## src/rtl/dac_prog_rx.sv

```systemverilog
// dac_prog_rx
// Chip-side receiver for the serial-strobe DAC programming interface.
// Keeps one sign+magnitude word per channel and drives all of them,
// flattened, to the per-channel DACs. While the programming window
// (sel_ext_addr) is open, the external channel address is forwarded.
// Every interface input is asynchronous and passes through its own
// synchronizer chain.
//
// Optional feature macro: DAC_READBACK_EN (adds rd_ch/rd_word readback)
//
// Ports
//   clk, rst_n    system clock, asynchronous active-low reset
//   sel_ext_addr  programming / external-addressing window (async)
//   dac_stb       strobe: rise latches address, fall latches value (async)
//   dac_data      address in the address phase, magnitude in the value phase
//   dac_sgn       sign of the value (0 = electrons)
//   dac_cfg       channel k word at [6k+5:6k] = {sgn,mag}
//   ext_addr_en   synchronized sel_ext_addr
//   ext_addr      forwarded external channel address
//   wr_pulse      one-cycle pulse on each committed write
//   addr_err      one-cycle pulse, address out of range, write discarded
//   abort_err     one-cycle pulse, window closed with strobe high
//   cfg_valid     sticky, all channels written at least once
//   rd_ch/rd_word channel readback, 1-cycle latency (DAC_READBACK_EN only)
module dac_prog_rx #(
  parameter int         N_CH        = 16,
  parameter int         SYNC_STAGES = 2,
  parameter logic [5:0] RST_WORD    = 6'h00
) (
  input  logic              clk,
  input  logic              rst_n,
  input  logic              sel_ext_addr,
  input  logic              dac_stb,
  input  logic [4:0]        dac_data,
  input  logic              dac_sgn,
  output logic [N_CH*6-1:0] dac_cfg,
  output logic              ext_addr_en,
  output logic [3:0]        ext_addr,
  output logic              wr_pulse,
  output logic              addr_err,
  output logic              abort_err,
  output logic              cfg_valid
`ifdef DAC_READBACK_EN
  ,
  input  logic [3:0]        rd_ch,
  output logic [5:0]        rd_word
`endif
);

  typedef enum logic [1:0] {IDLE = 2'd0, ADDR = 2'd1, DATA = 2'd2, DONE = 2'd3} state_t;

  localparam logic [4:0] N_CH_W = 5'(N_CH);

  // Synchronizer chain, bundle order {sel, stb, sgn, data[4:0]}
  logic [7:0] sync_q [SYNC_STAGES];
  logic       sel_s;
  logic       stb_s;
  logic       sgn_s;
  logic [4:0] data_s;

  assign {sel_s, stb_s, sgn_s, data_s} = sync_q[SYNC_STAGES-1];

  state_t              state_q, state_d;
  logic                stb_prev_q;
  logic [4:0]          addr_q, addr_d;
  logic [N_CH*6-1:0]   cfg_q, cfg_d;
  logic [N_CH-1:0]     mask_q, mask_d;
  logic [3:0]          ext_addr_q, ext_addr_d;
  logic                wr_q, wr_d;
  logic                aerr_q, aerr_d;
  logic                abort_q, abort_d;
  logic                cfg_valid_q, cfg_valid_d;
  logic                stb_rise_s;
  logic                stb_fall_s;

  assign stb_rise_s = stb_s & ~stb_prev_q;
  assign stb_fall_s = ~stb_s & stb_prev_q;

  // Shift every interface input through the synchronizer stages
  always_ff @(posedge clk or negedge rst_n) begin
    if (!rst_n) begin
      for (int i = 0; i < SYNC_STAGES; i++) sync_q[i] <= 8'h00;
    end else begin
      sync_q[0] <= {sel_ext_addr, dac_stb, dac_sgn, dac_data};
      for (int i = 1; i < SYNC_STAGES; i++) sync_q[i] <= sync_q[i-1];
    end
  end

  // State, channel words, written mask and registered outputs
  always_ff @(posedge clk or negedge rst_n) begin
    if (!rst_n) begin
      state_q     <= IDLE;
      stb_prev_q  <= 1'b0;
      addr_q      <= 5'd0;
      cfg_q       <= {N_CH{RST_WORD}};
      mask_q      <= '0;
      ext_addr_q  <= 4'd0;
      wr_q        <= 1'b0;
      aerr_q      <= 1'b0;
      abort_q     <= 1'b0;
      cfg_valid_q <= 1'b0;
    end else begin
      state_q     <= state_d;
      stb_prev_q  <= stb_s;
      addr_q      <= addr_d;
      cfg_q       <= cfg_d;
      mask_q      <= mask_d;
      ext_addr_q  <= ext_addr_d;
      wr_q        <= wr_d;
      aerr_q      <= aerr_d;
      abort_q     <= abort_d;
      cfg_valid_q <= cfg_valid_d;
    end
  end

  // Next-state, write commit and pulse generation
  always_comb begin
    state_d     = state_q;
    addr_d      = addr_q;
    cfg_d       = cfg_q;
    mask_d      = mask_q;
    wr_d        = 1'b0;
    aerr_d      = 1'b0;
    abort_d     = 1'b0;
    ext_addr_d  = ext_addr_q;
    // One cycle behind the mask so the flag trails the last write
    cfg_valid_d = cfg_valid_q | (&mask_q);

    case (state_q)
      IDLE: begin
        // Entering with the strobe already high would latch a half strobe
        if (sel_s && !stb_s) state_d = ADDR;
        else                 state_d = IDLE;
      end
      ADDR: begin
        if (stb_rise_s) begin
          addr_d = data_s;
          if (data_s >= N_CH_W) begin
            aerr_d  = 1'b1;
            state_d = DONE;
          end else begin
            state_d = DATA;
          end
        end else if (!sel_s) begin
          state_d = IDLE;
        end else begin
          state_d = ADDR;
        end
      end
      DATA: begin
        // A strobe fall wins over a simultaneous window close
        if (stb_fall_s) begin
          for (int k = 0; k < N_CH; k++) begin
            if (addr_q == 5'(k)) begin
              cfg_d[6*k +: 6] = {sgn_s, data_s};
              mask_d[k]       = 1'b1;
            end else begin
              mask_d[k] = mask_d[k];
            end
          end
          wr_d = 1'b1;
          if (sel_s) state_d = DONE;
          else       state_d = IDLE;
        end else if (!sel_s) begin
          abort_d = stb_s;
          state_d = IDLE;
        end else begin
          state_d = DATA;
        end
      end
      DONE: begin
        // Only one write per window; wait for the window to close
        if (!sel_s) state_d = IDLE;
        else        state_d = DONE;
      end
      default: state_d = IDLE;
    endcase

    // Live address before the address strobe, latched address after it
    if (sel_s) begin
      if (state_q == IDLE || state_q == ADDR) ext_addr_d = data_s[3:0];
      else                                    ext_addr_d = addr_q[3:0];
    end else begin
      ext_addr_d = ext_addr_q;
    end
  end

  assign dac_cfg     = cfg_q;
  assign ext_addr_en = sel_s;
  assign ext_addr    = ext_addr_q;
  assign wr_pulse    = wr_q;
  assign addr_err    = aerr_q;
  assign abort_err   = abort_q;
  assign cfg_valid   = cfg_valid_q;

`ifdef DAC_READBACK_EN
  logic [5:0] rd_word_q;
  logic [5:0] rd_word_d;

  // Readback mux; out-of-range channels read as zero
  always_comb begin
    rd_word_d = 6'h00;
    for (int k = 0; k < N_CH; k++) begin
      if (rd_ch == 4'(k)) rd_word_d = cfg_q[6*k +: 6];
      else                rd_word_d = rd_word_d;
    end
  end

  // Readback register
  always_ff @(posedge clk or negedge rst_n) begin
    if (!rst_n) rd_word_q <= 6'h00;
    else        rd_word_q <= rd_word_d;
  end

  assign rd_word = rd_word_q;
`endif

endmodule
```

## config.mk

```make
export PLATFORM = sky130hd
export DESIGN_NAME = dac_prog_rx
export DESIGN_NICKNAME = d
export VERILOG_FILES = /design/src/rtl/dac_prog_rx.sv
export SDC_FILE = /design/constraint.sdc
export NUM_CORES = 1
export LEC_CHECK = 0
export BUFFER_PORTS_ARGS = -buffer_cell sky130_fd_sc_hd__buf_4
export CAP_MARGIN = 10
export CORE_MARGIN = 10
export CORE_UTILIZATION = 30
export DETAILED_ROUTE_END_ITERATION = 16
export GPL_TIMING_DRIVEN = 0
export SYNTH_ARGS = -nofsm -noshare
export SYNTH_HDL_FRONTEND = slang
export SYNTH_SLANG_ARGS = --single-unit
```

## constraint.sdc

```tcl
create_clock -name clk -period 3.1 [get_ports clk]
set_clock_uncertainty 0.1 [all_clocks]
set_input_delay 0.31 -clock clk [delete_from_list [all_inputs] [get_ports clk]]
set_output_delay 0.31 -clock clk [all_outputs]
set_load 0.005 [all_outputs]
```

Word level (Yosys, flattened, before mapping)

Cells that the tools add are included.

Register bits after elaboration: 144
Bits of input ports: 10
Output and inout bits: 105
Logic and storage cells: 106

$lt $le $gt $ge: 1
Equality and inequality tests: 18
Muxes and demuxes: 17
Bitwise gates (word level): 5
Reduce and logical (&&, ||, !) cells: 23

Operators with widths:

| cell                                                                   | number |
|---|---|
| 3-bit AND reduction                                                    | 16 |
| 5-bit by 4-bit equality test with 1-bit output (second input constant) | 8 |
| 5-bit by 3-bit equality test with 1-bit output (second input constant) | 4 |
| 16-bit AND reduction                                                   | 1 |
| 1-bit 2-to-1 mux                                                       | 11 |
| 5-bit by 2-bit equality test with 1-bit output (second input constant) | 2 |
| 2-bit 2-to-1 mux                                                       | 4 |
| 2-bit case mux with 4 select lines                                     | 1 |
| 5-bit by 1-bit equality test with 1-bit output (second input constant) | 1 |
| 5-bit >= comparator (second input constant)                            | 1 |
| 5-bit logical NOT                                                      | 1 |
| 2-bit equality test (second input constant)                            | 2 |
| 4-bit 2-to-1 mux                                                       | 1 |
| 1-bit bitwise AND                                                      | 2 |
| 2-bit by 1-bit equality test with 1-bit output (second input constant) | 1 |
| 2-bit logical NOT                                                      | 1 |
| 1-bit NOT                                                              | 2 |
| 2-bit AND reduction                                                    | 1 |
| 1-bit logical AND                                                      | 1 |
| 1-bit logical NOT                                                      | 1 |
| 1-bit logical OR                                                       | 1 |
| 1-bit bitwise OR                                                       | 1 |

Logic depth before layout (Yosys ltp)

Depth in word-level cells: 4
Depth in mapped cells: 6
Depth with buffers taken out: 3

Worst setup path after synthesis

Ideal clock, no wire load.

Path type: flip-flop to flip-flop
From: register state_q[1]
To: register cfg_q[78], in the netlist dac_cfg[78]
Library setup time: 0.125 ns
Data arrival time: 1.415 ns
Data required time: 2.875 ns
Setup slack: 1.461 ns
Stages on the path, launching flop included: 7
Buffers on the path: 3
Cell sequence: dfrtp_1 -> buf_6 -> and4bb_1 -> buf_6 -> and4_1 -> buf_6 -> mux2_2

Word-level cells in the longest chain between the ends: 2

RTL lines:

| element                              | line | text |
|---|---|---|
| from (decl)                          | 63   | `state_t state_q, state_d;` |
| from (signal assigned)               | 103  | `state_q <= state_d;` |
| 2-bit equality test                  | 129  | `case (state_q)` |
| 3-bit AND reduction (no source line) | n/a  |  |
| to (signal assigned)                 | 95   | `cfg_q <= {N_CH{RST_WORD}};` |
| to (signal assigned)                 | 106  | `cfg_q <= cfg_d;` |
| to (decl)                            | 66   | `logic [N_CH*6-1:0] cfg_q, cfg_d;` |

Every way passes these cells.
A chain may end at the register's enable or synchronous reset.

Worst setup path in the final report

From: register state_q[1]
To: register addr_q[0]

Word-level cells in the longest chain between the ends: 2

RTL lines:

| element                                        | line | text |
|---|---|---|
| 2-bit by 1-bit equality test with 1-bit output | 129  |  |
| 2-bit AND reduction (no source line)           | n/a  |  |
| to (signal assigned)                           | 105  | `addr_q <= addr_d;` |
| to (decl)                                      | 65   | `logic [4:0] addr_q, addr_d;` |

Every way passes these cells.

==> run summary <==
fin. max-slew vios - 0
Most used DFF post-synth - dfrtp_1
CTS tree - done
vias post-DR - 3,213
Final min period - 1.87 ns
drt total wl - 14,000 um
grt met2 use - 18.6%
I/O Pins - 115
first-pass GRT wire length - 21,600 um
DRT Pass-1 Iters - 4
post-CTS setup buffers - 0
Final Non-Filler Cells - 726
Synth Area per Inst - 17.0 um2
Tot GR Track Use - 11.6%
setup TNS - 0 ns
unrepaired setup endpoints after global routing - no
Critical Path AT - 2.06 ns
# DRC - 0
nets@finish - 489
synth unique cells - 35
PortBufs - 114
post-synthesis sequential area ratio - 63.0%
Tcrit/Tclk final - 60.3%
Iter 0 DRT Violations - 124
worst skew pair latency - 0.42 ns
number of global-route vias before repair - 3,667
post-detail-place hpwl - 9610 um
largest net degree at the start of global routing - 77
Clock transition at path regs - 0.06 ns
Crit. End Element - flop
chip height - 158 um
Post-synth EDFFs - 0
Cells after Synth - 336
status - finished, final reports clean
final design utilization - 40.5%
via/cell ratio - 4.43
Max Clock Freq - 535 MHz
Comb pwr share - 13.5%
syn_nets - 346
WS Path Type - flop to flop
Reg power frac - 44.7%
met3 usage - 5.16%
Synth top area share - 63.0%
die area - 25,000 um2
Synth Warn # - 0
Critical Path RT - 3.29 ns
busiest grt layer - met2
pwr/cell area - 639 nW/um2
Max FO, Critical Path - 10
Worst Setup Start Kind - flop
ant diodes - 0
RePlAce Congestion - 0.702
Pint - 3.60 mW
total gr overflow - 0
layout cells sized above 1 - 56.9%
Area contributors post-synth - dfrtp_1 (63%), mux2_4 (14%), mux2_2 (9.3%)
area leader, netlist - dfrtp_1
Die Wd - 158 um
ys async rst share - 100%
final hold vios - 0
clk sink count - 144
Syn-to-layout area delta - 32.4%
CTS Buffer Depth - 2
worst vdd ir - 371 uV
post-route ant nets - 0
worst hold path type - flop to flop
number of buffers created by CTS - 17
grt met1 use - 13.6%
Switch Pwr - 1.23 mW
number of H-tree levels - 4
core area - 18,700 um2
total power - 4.83 mW
Yosys reg bits - 144
initial core utilization - 30.6%
number of max-cap violations - 0
Worst Tran Pin Value - 0.795 ns
antenna violations before repair - 0
# rows - 50
CTS root buffer - clkbuf_16
Inst Count DP - 685
LEAKAGE - 3.98 nW
Setup-failing EPs final - 0
Clk pwr share - 41.7%
sw frac - 25.5%
Slew headroom - 46.9%
routed length per instance - 19.2 um
Post-Synthesis Cell Area - 5720 um2
[cell families after synthesis]
group	after synthesis	synth area share, %
multiplexers	105	24.1
buffers and inverters	22	2.52
flip-flops	144	63.0
AO/OA/AOI/OAI	10	1.05
AND/OR/NAND/NOR	55	9.24
[cell usage after synthesis, types with 3 or more instances]
master,instances
nand2b_1,8
nor2b_1,3
inv_1,3
nor2_1,4
or2b_1,4
clkbuf_1,8
buf_2,3
a21oi_1,5
mux2_4,54
nand3_4,9
and3_1,3
mux2i_1,4
nand4_1,4
mux2_2,47
buf_4,3
buf_6,4
dfrtp_1,144
nor3b_2,3
or2_2,4
[power by group through the flow]
stage,clock (mW),combinational [mW],sequential [mW]
2_1_floorplan,0,0.360,2.18
3_3_place_gp,0,0.648,2.19
3_5_place_dp,0,0.663,2.20
4_1_cts,2.08,0.675,2.17
5_1_grt,2.17,0.717,2.19
6_report,2.02,0.655,2.16
[metal layers]
layer,vias to the layer above,wire length (um)
li1,1471,-
met5,-,0
met3,6,1090
met2,88,6830
met4,0,113
met1,1648,5930
[cells in the final DEF (no fill, tap or decap), types with 2 or more instances in the layout]
cell type | synthesis | final
buf_6 | 4 | 5
o21ai_0 | 2 | 2
mux2_4 | 54 | 54
clkbuf_16 | 0 | 17
clkinvlp_4 | 0 | 5
and4_1 | 2 | 2
clkinv_4 | 0 | 2
mux2_2 | 47 | 47
nand4_2 | 2 | 2
and3_1 | 3 | 3
nor2_1 | 4 | 4
or2_2 | 4 | 4
nor3b_2 | 3 | 3
dfrtp_1 | 144 | 144
dlygate4sd3_1 | 0 | 9
inv_1 | 3 | 3
clkbuf_1 | 8 | 9
bufinv_16 | 0 | 2
nand2b_1 | 8 | 8
buf_2 | 3 | 3
nor2b_1 | 3 | 3
clkinv_2 | 0 | 3
mux2i_1 | 4 | 4
buf_4 | 3 | 116
nand3_4 | 9 | 9
a21oi_1 | 5 | 5
or2b_1 | 4 | 4
nand4_1 | 4 | 4
[metrics by stage]
step / hold slack [ns] / worst slack (ns) / area (um2)
6_report: 0.245 / 1.23 / 7570
4_1_cts: 0.248 / 1.17 / 7570
3_3_place_gp: 0.232 / 1.02 / 6860
2_1_floorplan: -0.0856 / 1.46 / 5720
3_5_place_dp: 0.235 / 1.18 / 6900
5_1_grt: 0.260 / 1.11 / 7570
[cell type report]
type                    count  area [um2]
inverters                   3        11.3
fillers                  1724       11100
plain buffers              19         133
well taps                 234         293
multi-input cells         170        1970
flip-flops and latches    144        3600
clock buffers              19         443
repair buffers            124         977
clock inverters            13         139
[state kept, by name, summed over array words and instances, names as in the netlist]
name / count
addr_q: 5
wr_pulse: 1
sgn_s: 1
dac_cfg: 96
ext_addr: 4
stb_prev_q: 1
data_s: 5
addr_err: 1
ext_addr_en: 1
stb_s: 1
cfg_valid: 1
state_q: 2
mask_q: 16
abort_err: 1
sync_q: 8
[path summary, 6_finish.rpt]
| kind | slack (ns) | startpoint | to | cells after the start |
|---|---|---|---|---|
| min reg2reg | 0.25 | sync_q[14]$_DFF_PN0_ | stb_s$_DFF_PN0_ | 0 |
| max | 1.23 | state_q[1]$_DFF_PN0_ | addr_q[0]$_DFFE_PN0P_ | 3 |
| max reg2reg | 1.23 | state_q[1]$_DFF_PN0_ | addr_q[0]$_DFFE_PN0P_ | 3 |
| min | 0.25 | sync_q[14]$_DFF_PN0_ | stb_s$_DFF_PN0_ | 0 |
| max in group asynchronous | 1.76 | rst_n | dac_cfg[9]$_DFFE_PN0P_ | 3 |
| min in group asynchronous | 0.36 | rst_n | dac_cfg[69]$_DFFE_PN0P_ | 2 |
[timing repair]
item	in CTS	in global routing
gates resized for setup	0	0
hold endpoints to repair	76	0
endpoints found under the setup margin	0	0
hold buffers	9	0
[critical path: stages, from the launching register on]
cell and delay, ns:
dfrtp_1 0.37, buf_6 0.14, nor4b_2 0.72, mux2_2 0.41
No activity file was read; power rests on OpenSTA's default activity.
